File: config.mk
export PLATFORM = sky130hd
export DESIGN_NAME = pipeline_hazard_controller_flat
export DESIGN_NICKNAME = d
export VERILOG_FILES = /design/src/rtl/pipeline_hazard_controller_pkg.sv /design/src/rtl/pipeline_hazard_controller_if.sv /design/src/rtl/pipeline_hazard_controller_muldiv_occupancy_counter.sv /design/src/rtl/pipeline_hazard_controller.sv /design/src/flat_wrapper.sv
export SDC_FILE = /design/constraint.sdc
export NUM_CORES = 1
export LEC_CHECK = 0
export CAP_MARGIN = 20
export CORE_ASPECT_RATIO = 1.2
export CORE_MARGIN = 2
export CORE_UTILIZATION = 43
export CTS_CLUSTER_DIAMETER = 150
export CTS_CLUSTER_SIZE = 14
export DETAILED_ROUTE_END_ITERATION = 7
export PLACE_DENSITY = 0.76
export SLEW_MARGIN = 20
export SYNTH_ARGS = -nofsm -noshare
export SYNTH_HDL_FRONTEND = slang
export SYNTH_SLANG_ARGS = --single-unit
File: constraint.sdc
create_clock -name Clk -period 1.91 [get_ports Clk]
set_clock_uncertainty 0.05 [all_clocks]
set_input_delay 0.382 -clock Clk [delete_from_list [all_inputs] [get_ports Clk]]
set_output_delay 0.382 -clock Clk [all_outputs]
set_load 0.1 [all_outputs]
File: src/rtl/pipeline_hazard_controller_pkg.sv
// Shared types and constants for the pipeline hazard controller.
// Occupancy counter width is sized for the longest legal mult/div latency.
package pipeline_hazard_controller_pkg;

    typedef enum logic {
        RUN    = 1'b0,
        MULDIV = 1'b1
    } hz_state_t;

    localparam logic [4:0] REG_ZERO = 5'd0;

    localparam int MULDIV_LATENCY_MAX = 16;

    // Counter holds at most MULDIV_LATENCY-1, so clog2 of the maximum latency suffices.
    function automatic int cnt_width(input int max_latency);
        return (max_latency <= 2) ? 1 : $clog2(max_latency);
    endfunction

    localparam int CNT_W = cnt_width(MULDIV_LATENCY_MAX);

endpackage

File: src/rtl/pipeline_hazard_controller_if.sv
// Hazard-controller bundle: ID/EX/MEM observation signals in, pipeline enables/flushes out.
// master = datapath side, slave = controller side.
interface pipeline_hazard_controller_if #(
    parameter int STALL_CNT_W = 32
);
    logic [4:0]             IDRs;
    logic [4:0]             IDRt;
    logic                   IDUsesRs;
    logic                   IDUsesRt;
    logic                   IDMulDiv;
    logic                   EXMemRead;
    logic [4:0]             EXDestReg;
    logic                   BranchTaken;

    logic                   PCWrite;
    logic                   IFIDWrite;
    logic                   IDEXWrite;
    logic                   IDEXBubble;
    logic                   EXMEMBubble;
    logic                   IFIDFlush;
    logic                   IDEXFlush;
    logic                   EXMEMFlush;
    logic                   MulDivBusy;
    logic [STALL_CNT_W-1:0] StallCycles;

    modport master (
        output IDRs, IDRt, IDUsesRs, IDUsesRt, IDMulDiv, EXMemRead, EXDestReg, BranchTaken,
        input  PCWrite, IFIDWrite, IDEXWrite, IDEXBubble, EXMEMBubble,
               IFIDFlush, IDEXFlush, EXMEMFlush, MulDivBusy, StallCycles
    );

    modport slave (
        input  IDRs, IDRt, IDUsesRs, IDUsesRt, IDMulDiv, EXMemRead, EXDestReg, BranchTaken,
        output PCWrite, IFIDWrite, IDEXWrite, IDEXBubble, EXMEMBubble,
               IFIDFlush, IDEXFlush, EXMEMFlush, MulDivBusy, StallCycles
    );

endinterface

File: src/rtl/pipeline_hazard_controller_muldiv_occupancy_counter.sv
// RUN/MULDIV state bit plus down-counter tracking how long a mult/div still holds EX.
// State updates on the clock edge; abort (branch flush) returns to RUN immediately.
module pipeline_hazard_controller_muldiv_occupancy_counter
    import pipeline_hazard_controller_pkg::*;
(
    input  logic             clk,
    input  logic             rst,
    input  logic             load,
    input  logic [CNT_W-1:0] load_val,
    input  logic             dec,
    input  logic             abort,
    output logic             busy,
    output logic             last
);

    hz_state_t        state, state_nxt;
    logic [CNT_W-1:0] cnt, cnt_nxt;

    always_ff @(posedge clk) begin
        if (rst) begin
            state <= RUN;
            cnt   <= '0;
        end else begin
            state <= state_nxt;
            cnt   <= cnt_nxt;
        end
    end

    always_comb begin
        state_nxt = state;
        cnt_nxt   = cnt;
        if (abort) begin
            state_nxt = RUN;
            cnt_nxt   = '0;
        end else begin
            case (state)
                RUN: begin
                    // A zero load value means no stall cycles are owed, so stay in RUN.
                    if (load && (load_val != '0)) begin
                        state_nxt = MULDIV;
                        cnt_nxt   = load_val;
                    end
                end
                MULDIV: begin
                    if (dec) begin
                        if (cnt != '0) begin
                            cnt_nxt = cnt - CNT_W'(1);
                        end
                        if (cnt <= CNT_W'(1)) begin
                            state_nxt = RUN;
                        end
                    end
                end
                default: begin
                    state_nxt = RUN;
                    cnt_nxt   = '0;
                end
            endcase
        end
    end

    assign busy = (state == MULDIV);
    assign last = (state == MULDIV) && (cnt == CNT_W'(1));

endmodule

File: src/rtl/pipeline_hazard_controller.sv
// Stall/flush sequencer for the 5-stage pipeline: load-use, branch flush, mult/div EX occupancy.
// Latency: all controls combinational from registered state + current inputs; no backpressure.
module pipeline_hazard_controller
    import pipeline_hazard_controller_pkg::*;
#(
    parameter int MULDIV_LATENCY = 4,
    parameter int STALL_CNT_W    = 32
) (
    input  logic                          Clk,
    input  logic                          Rst,
    pipeline_hazard_controller_if.slave   hz
);

    localparam logic             MD_MULTI    = (MULDIV_LATENCY > 1);
    localparam logic [CNT_W-1:0] MD_LOAD_VAL = CNT_W'(MULDIV_LATENCY - 1);

    logic lu;
    logic flush;
    logic md_busy;
    logic md_last;
    logic md_load;
    logic md_dec;

    logic pc_write;
    logic ifid_write;
    logic idex_write;
    logic idex_bubble;
    logic exmem_bubble;
    logic flush_all;
    logic muldiv_busy;

    logic [STALL_CNT_W-1:0] stall_cnt;

    assign flush = hz.BranchTaken;

    // Load-use only matters in RUN; in MULDIV the ID instruction is frozen anyway.
    assign lu = !md_busy && hz.EXMemRead && (hz.EXDestReg != REG_ZERO) &&
                ((hz.IDUsesRs && (hz.IDRs == hz.EXDestReg)) ||
                 (hz.IDUsesRt && (hz.IDRt == hz.EXDestReg)));

    assign md_load = !md_busy && !flush && !lu && hz.IDMulDiv && MD_MULTI;
    assign md_dec  = md_busy && !flush;

    pipeline_hazard_controller_muldiv_occupancy_counter u_occ (
        .clk      (Clk),
        .rst      (Rst),
        .load     (md_load),
        .load_val (MD_LOAD_VAL),
        .dec      (md_dec),
        .abort    (flush),
        .busy     (md_busy),
        .last     (md_last)
    );

    // Priority: flush > mult/div hold > load-use > normal flow.
    always_comb begin
        pc_write     = 1'b1;
        ifid_write   = 1'b1;
        idex_write   = 1'b1;
        idex_bubble  = 1'b0;
        exmem_bubble = 1'b0;
        flush_all    = 1'b0;
        muldiv_busy  = 1'b0;
        if (flush) begin
            flush_all = 1'b1;
        end else if (md_busy) begin
            pc_write     = 1'b0;
            ifid_write   = 1'b0;
            idex_write   = 1'b0;
            exmem_bubble = 1'b1;
            muldiv_busy  = 1'b1;
        end else if (lu) begin
            pc_write    = 1'b0;
            ifid_write  = 1'b0;
            idex_bubble = 1'b1;
        end
    end

    always_ff @(posedge Clk) begin
        if (Rst) begin
            stall_cnt <= '0;
        end else if (!pc_write && (stall_cnt != '1)) begin
            stall_cnt <= stall_cnt + STALL_CNT_W'(1);
        end
    end

    assign hz.PCWrite     = pc_write;
    assign hz.IFIDWrite   = ifid_write;
    assign hz.IDEXWrite   = idex_write;
    assign hz.IDEXBubble  = idex_bubble;
    assign hz.EXMEMBubble = exmem_bubble;
    assign hz.IFIDFlush   = flush_all;
    assign hz.IDEXFlush   = flush_all;
    assign hz.EXMEMFlush  = flush_all;
    assign hz.MulDivBusy  = muldiv_busy;
    assign hz.StallCycles = stall_cnt;

    // The last-cycle flag can only ever be raised while the occupancy state is MULDIV.
    a_last_implies_busy: assert property (@(posedge Clk) disable iff (Rst) md_last |-> md_busy);

endmodule

File: src/flat_wrapper.sv
// flat-port wrapper written by rule: the top's interface ports become plain ports
module pipeline_hazard_controller_flat import pipeline_hazard_controller_pkg::*;
#(
    parameter int MULDIV_LATENCY = 4,
    parameter int STALL_CNT_W    = 32
)
  (Clk, Rst, hz_IDRs, hz_IDRt, hz_IDUsesRs, hz_IDUsesRt, hz_IDMulDiv, hz_EXMemRead, hz_EXDestReg, hz_BranchTaken, hz_PCWrite, hz_IFIDWrite, hz_IDEXWrite, hz_IDEXBubble, hz_EXMEMBubble, hz_IFIDFlush, hz_IDEXFlush, hz_EXMEMFlush, hz_MulDivBusy, hz_StallCycles);
  pipeline_hazard_controller_if #(.STALL_CNT_W(STALL_CNT_W)) hz_i ();
  input  logic Clk;
  input  logic Rst;
  input wire logic [$bits(hz_i.IDRs)-1:0] hz_IDRs;
  input wire logic [$bits(hz_i.IDRt)-1:0] hz_IDRt;
  input wire logic [$bits(hz_i.IDUsesRs)-1:0] hz_IDUsesRs;
  input wire logic [$bits(hz_i.IDUsesRt)-1:0] hz_IDUsesRt;
  input wire logic [$bits(hz_i.IDMulDiv)-1:0] hz_IDMulDiv;
  input wire logic [$bits(hz_i.EXMemRead)-1:0] hz_EXMemRead;
  input wire logic [$bits(hz_i.EXDestReg)-1:0] hz_EXDestReg;
  input wire logic [$bits(hz_i.BranchTaken)-1:0] hz_BranchTaken;
  output wire logic [$bits(hz_i.PCWrite)-1:0] hz_PCWrite;
  output wire logic [$bits(hz_i.IFIDWrite)-1:0] hz_IFIDWrite;
  output wire logic [$bits(hz_i.IDEXWrite)-1:0] hz_IDEXWrite;
  output wire logic [$bits(hz_i.IDEXBubble)-1:0] hz_IDEXBubble;
  output wire logic [$bits(hz_i.EXMEMBubble)-1:0] hz_EXMEMBubble;
  output wire logic [$bits(hz_i.IFIDFlush)-1:0] hz_IFIDFlush;
  output wire logic [$bits(hz_i.IDEXFlush)-1:0] hz_IDEXFlush;
  output wire logic [$bits(hz_i.EXMEMFlush)-1:0] hz_EXMEMFlush;
  output wire logic [$bits(hz_i.MulDivBusy)-1:0] hz_MulDivBusy;
  output wire logic [$bits(hz_i.StallCycles)-1:0] hz_StallCycles;
  assign hz_i.IDRs = hz_IDRs;
  assign hz_i.IDRt = hz_IDRt;
  assign hz_i.IDUsesRs = hz_IDUsesRs;
  assign hz_i.IDUsesRt = hz_IDUsesRt;
  assign hz_i.IDMulDiv = hz_IDMulDiv;
  assign hz_i.EXMemRead = hz_EXMemRead;
  assign hz_i.EXDestReg = hz_EXDestReg;
  assign hz_i.BranchTaken = hz_BranchTaken;
  assign hz_PCWrite = hz_i.PCWrite;
  assign hz_IFIDWrite = hz_i.IFIDWrite;
  assign hz_IDEXWrite = hz_i.IDEXWrite;
  assign hz_IDEXBubble = hz_i.IDEXBubble;
  assign hz_EXMEMBubble = hz_i.EXMEMBubble;
  assign hz_IFIDFlush = hz_i.IFIDFlush;
  assign hz_IDEXFlush = hz_i.IDEXFlush;
  assign hz_EXMEMFlush = hz_i.EXMEMFlush;
  assign hz_MulDivBusy = hz_i.MulDivBusy;
  assign hz_StallCycles = hz_i.StallCycles;
  pipeline_hazard_controller #(.MULDIV_LATENCY(MULDIV_LATENCY), .STALL_CNT_W(STALL_CNT_W)) u_core (.Clk(Clk), .Rst(Rst), .hz(hz_i));
endmodule
==> results of run 1 <==
sequential cells by signal, indices dropped and copies added (netlist names):
name	flops
u_core.u_occ.cnt	4
u_core.u_occ.busy	1
u_core.hz.StallCycles	32
power breakdown:
group	total (mW)	internal [mW]	switching [mW]	leakage, nW
registers	0.745	0.735	0.00923	0.324
clock network	0.566	0.247	0.320	0.0430
logic	0.440	0.200	0.240	1.49
total	1.75	1.18	0.569	1.85
cell type report:
class / instances / area, µm²
tap: 60 / 75.1
inverter: 10 / 41.3
timing repair buffer: 146 / 1780
sequential: 37 / 857
multi-input combinational: 209 / 1850
clock buffer: 5 / 68.8
fill: 119 / 254
clock inverter: 3 / 12.5
per-stage QoR:
| step | area [µm²] | util [%] |
|---|---|---|
| after floorplan | 2550 | - |
| after global placement | 4010 | 81.2 |
| after detailed placement | 4010 | 81.2 |
| after CTS | 4280 | 86.6 |
| after global routing | 4690 | 94.9 |
| final | 4690 | 94.9 |
placed cells by master, fill, tap and decap left out, types with 3 or more instances in the layout:
cell type      Yosys  routed
nor3_4             1       5
or4_4              0       9
xnor2_2            0      11
clkbuf_8           0       5
nand2_2            0       3
o21ai_1            0       5
nand3_2            0       3
and3_1             4       3
nor3_1            11       6
nand4_1            7       7
dfxtp_1           37       4
or3_1             13       5
a21oi_1           24       7
nor2b_1            6       6
dfxtp_2            0       3
mux2_4             0       4
nand2_1           23      18
buf_6              1      20
dfxtp_4            0      30
a21oi_2            1      16
o31ai_1           10       5
buf_4              6      68
o31ai_2            0       3
nor2_1            15      13
dlygate4sd2_1      0       3
ha_1               4       3
buf_2              2       3
nand3_1           19      15
or3_4              0       8
o21ai_0           16      10
inv_1             10       9
buf_12             0      46
tightest hold or removal path, stage by stage, from the launching register on:
cell     delay (ns)
dfxtp_4        0.39
o31ai_4        0.06
a21oi_2        0.05
cell families (layout without fill, tap and decap cells):
kind of cell	Yosys count	after routing	synth area share, %
xor+xnor	14	14	5.54
simple gates	121	121	31.7
compound gates	65	65	18.7
buf+inv	25	164	5.71
fa+ha+maj	4	4	2.26
mux	5	5	2.55
flops	37	37	33.5
layer usage:
metal	vias up	wire length (µm)
met1	1509	4260
li1	1264	-
met4	0	765
met2	300	6140
met5	-	0
met3	81	1160
worst paths after layout:
path / end / slack (ns) / depth (start not counted)
worst min-delay path: u_core.hz.StallCycles[16] / 0.49 / 2
worst max-delay path: hz_IDEXBubble / -0.30 / 8
worst max register to register: u_core.hz.StallCycles[17] / -0.24 / 7
worst min register to register: u_core.hz.StallCycles[16] / 0.49 / 2
repair_timing:
item,in CTS,in global routing
hold buffers,0,0
resized for setup,91,63
gates cloned,0,1
setup endpoints to repair,43,36
setup buffers,13,14
pin swaps,25,28
==> flow_summary.toml, run 1 <==
[outcome]
status = "finished with violations"
violations = "negative setup slack"

[job]
max_cap_violations = 0

[cts]
htree_levels = 2
clkLatencyLatePin_ns = 0.31
root_buffer = "clkbuf_8"
clk_pin_slew_ns = 0.08
numCtsBuffers = 5
cts_tree = "built"
cts.path.max_buffers = 2
cts_sinks = 37

[floorplan]
ioPinCount = 63
start_util_pct = 44.8
placeableCoreArea_um2 = 4940
die_h_um = 82.6
die-area_um2 = 5740
die_w_um = 69.5
num_rows = 28

[placement]
io_buffers = 62
hpwl_um = 5190
gp_congestion = 0.796
dp_cells = 434
pre_cts_ws_ns = -0.816

[pwr]
power.density_nw_per_um2 = 374
finalPower_mw = 1.75
vdd.ir_drop.worst_v = 0.000309
power_leakage_nw = 1.85

[synthesis]
ys_seq_area_share_pct = 33.5
synth_warnings = 0
synth-edff-count = 0
syn-instance-count = 271
synthFlopType = "dfxtp_1"
synth_area_per_cell_um2 = 8.16
ys_types = 46
synth_top_area_share_pct = 33.5
ys_async_sr_fraction_pct = 0
yosysTopAreaCell = "dfxtp_1"
synth_most_common_cell = "dfxtp_1"
netlist_area_um2 = 2210
ys_ff_latch = 37
netlist_top_cells_count = "37 x dfxtp_1, 24 x a21oi_1, 23 x nand2_1"
ys_top_cells_by_area = "dfxtp_1 33%, a21oi_1 5.4%, xnor2_1 5.1%, nand3_1 4.3%, nand2_1 3.9%"
synth_nets = 297

[setup_path]
required_ns = 1.48
path_max_fanout = 2
worstSetupPathType = "input pin to output pin"
cpPeakStageDelay_ns = 0.21
crit-reg2reg-launch = "u_core.hz.StallCycles[5]"
cp-end-kind = "output pin"
startpoint_type = "input pin"
path_buf_inv = 3
critPathArrivalTime_ns = 1.78
slowest_stage = "nor3_4"
crit_start = "hz_IDRs[1]"
cpLargestDelayFamily = "buffers and inverters"
worstPathCellList = "buf_2 > xnor2_2 > nand4_1 > buf_4 > o22ai_4 > nand2_2 > nor3_4 > buf_12"

[routing]
drt_iter0_drc = 406
via_count = 3154
drtPass1Iterations = 6
drcViolationCount = 0
wl_um = 12300
drt-vias-per-instance = 6.71
detail_route.wl_per_cell_um = 26.2
antenna_left = 0

[sta]
whs_ns = 0.492
worst_slew_pin_slew_ns = 0.493
drv_slew = 0
setup_ws_ns = -0.302
hold_viol_final = 0
finalSetupTns_ns = -5.69
period_minus_slack_ns = 2.21
fmax_ghz = 0.452
maxSlewHeadroom_pct = 67.1
setup_viol = 32
rsz0062_at_grt = "true"
period_share_pct = 116

[global_routing]
grt_max_degree = 38
grt_overflow_total = 0
grt_use_met2_pct = 59.9
grt_pass1_wl_um = 14000
use_met3_pct = 7.65
busiest_layer = "met2"
grt_usage_pct = 31.1
grt_pass1_vias = 2877
antenna_found_initial = 0
use_met1_pct = 31.2

[layout]
fin_cells = 470
drive_above_1_share_pct = 65.1
n_antenna_cell = 0
area_delta_synth_final_pct = 112
nNetsFinal = 435

[min_path]
min-delay-path-class = "flop to flop"
hold_start = "u_core.hz.StallCycles[16]"
Note: power is estimated with default switching activity, not from simulation.
==> inputs of run 2 (changes only) <==
--- a/config.mk
+++ b/config.mk
@@ -13,6 +13,7 @@
 export CTS_CLUSTER_SIZE = 14
 export DETAILED_ROUTE_END_ITERATION = 7
 export PLACE_DENSITY = 0.76
+export SKIP_LAST_GASP = 1
 export SLEW_MARGIN = 20
 export SYNTH_ARGS = -nofsm -noshare
 export SYNTH_HDL_FRONTEND = slang
==> run 2 against run 1 <==
Effect of this change: the flow still finishes with violations (negative setup slack); clock-buffer cell count unchanged; total power about the same; non-clock buffer count unchanged; cell count unchanged; global-route usage unchanged; combinational power about the same; setup slack better by 0.028 ns; sequential power about the same; worst hold slack worse by 0.013 ns; critical path type is now input pin to flop; largest cell class unchanged; highest routed layer unchanged.
==> flow_summary.toml, run 2 (synthesis gave the netlist of run 1 again) <==
[routing]
detail_route.wl_per_cell_um = 24.8
drt_iter0_drc = 324
drtPass1Iterations = 6
via_count = 3095
drcViolationCount = 0
antenna_left = 0
wl_um = 11700
drt-vias-per-instance = 6.59

[cts]
numCtsBuffers = 5
clkLatencyLatePin_ns = 0.31
root_buffer = "clkbuf_8"
cts_sinks = 37
clk_pin_slew_ns = 0.08
htree_levels = 2
cts_tree = "built"
cts.path.max_buffers = 2

[global_routing]
grt_pass1_vias = 2877
grt_max_degree = 38
grt_usage_pct = 31.1
grt_overflow_total = 0
antenna_found_initial = 0
grt_pass1_wl_um = 14000

[placement]
gp_congestion = 0.796
io_buffers = 62
dp_cells = 434
placed_area_um2 = 4010
hpwl_um = 5190

[layout]
fin_cells = 470
fillers = 124
n_antenna_cell = 0
area_delta_synth_final_pct = 111
nNetsFinal = 435
finalInstanceArea_um2 = 4660
largest_reg_flops = 32
drive_above_1_share_pct = 64.4
layout_common_cells = "68 x buf_4, 46 x buf_12, 30 x dfxtp_4, 20 x buf_6, 18 x nand2_1"
final_common_cell = "buf_4"

[outcome]
status = "finished with violations"
violations = "negative setup slack"

[sta]
drv_slew = 0
whs_ns = 0.479
setup_ws_ns = -0.275
finalSetupTns_ns = -5.14
setup_viol = 34
rsz0062_at_grt = "true"
period_minus_slack_ns = 2.18
fmax_ghz = 0.458
worst_slew_pin_slew_ns = 0.528
hold_viol_final = 0
maxSlewHeadroom_pct = 64.7
period_share_pct = 114

[setup_path]
reg2regPathDepth = 8
critPathArrivalTime_ns = 2.31
worstSetupPathType = "input pin to flop"
required_ns = 2.03
startpoint_type = "input pin"
path_max_fanout = 7
cp-end-kind = "flop"

[floorplan]
placeableCoreArea_um2 = 4940
die_h_um = 82.6
die_w_um = 69.5
die-area_um2 = 5740
num_rows = 28
start_util_pct = 44.8
ioPinCount = 63

[pwr]
power.density_nw_per_um2 = 376
vdd.ir_drop.worst_v = 0.000448
power_leakage_nw = 1.85

[min_path]
holdPathStages = 2
min-delay-path-class = "flop to flop"

[job]
max_cap_violations = 0
==> run 2: area by class of cell <==
type	instances	area, µm²	share of cell area [%]
multi-input combinational	209	1820	39.1
timing repair buffer	146	1780	38.2
sequential	37	857	18.4
tap	60	75.1	1.61
clock buffer	5	68.8	1.48
inverter	10	41.3	0.887
clock inverter	3	12.5	0.269
==> run 2: worst max-delay path, cell delays in order <==
cell,delay (ns)
buf_6,0.10
xnor2_2,0.14
nand4_1,0.19
buf_4,0.20
o221ai_4,0.22
buf_12,0.15
nand4_4,0.18
buf_4,0.20
buf_4,0.13
o31ai_1,0.27
a21oi_1,0.14
==> run 2: what timing repair did <==
action	CTS	global route
gates cloned	0	1
pin swaps	25	28
hold buffers	0	0
buffers inserted	13	14
resized for setup	91	58
endpoints found under the setup margin	43	36
==> run 2: stage by stage <==
step	util [%]	total power, mW	worst slack (ns)
2_1_floorplan	-	0.948	-0.343
3_3_place_gp	81.2	1.09	-0.723
3_5_place_dp	81.2	1.10	-0.816
4_1_cts	86.6	1.66	-0.169
5_1_grt	94.3	1.77	-0.324
6_report	94.3	1.75	-0.275
==> run 2: final timing paths <==
path / start / end / slack [ns]
setup / recovery: hz_IDRt[0] / u_core.hz.StallCycles[23] / -0.27
hold / removal: u_core.hz.StallCycles[16] / u_core.hz.StallCycles[16] / 0.48
setup reg to reg: u_core.u_occ.busy / u_core.hz.StallCycles[23] / -0.14
hold reg to reg: u_core.hz.StallCycles[16] / u_core.hz.StallCycles[16] / 0.48
==> run 2: power by group <==
part | switching [mW] | leakage, nW | internal (mW) | total, mW
Clock | 0.322 | 0.0430 | 0.247 | 0.568
Combinational | 0.238 | 1.48 | 0.200 | 0.439
Sequential | 0.00882 | 0.324 | 0.735 | 0.744
Total | 0.569 | 1.85 | 1.18 | 1.75
==> run 2: routing by layer <==
layer	vias up	wire length, µm	share of wire, %	GRT usage, %
li1	1264	-	-	-
met1	1495	4050	35	31.2
met2	262	5890	50	59.9
met3	74	1030	8.9	7.65
met4	0	697	6.0	16.3
met5	-	0	0	0
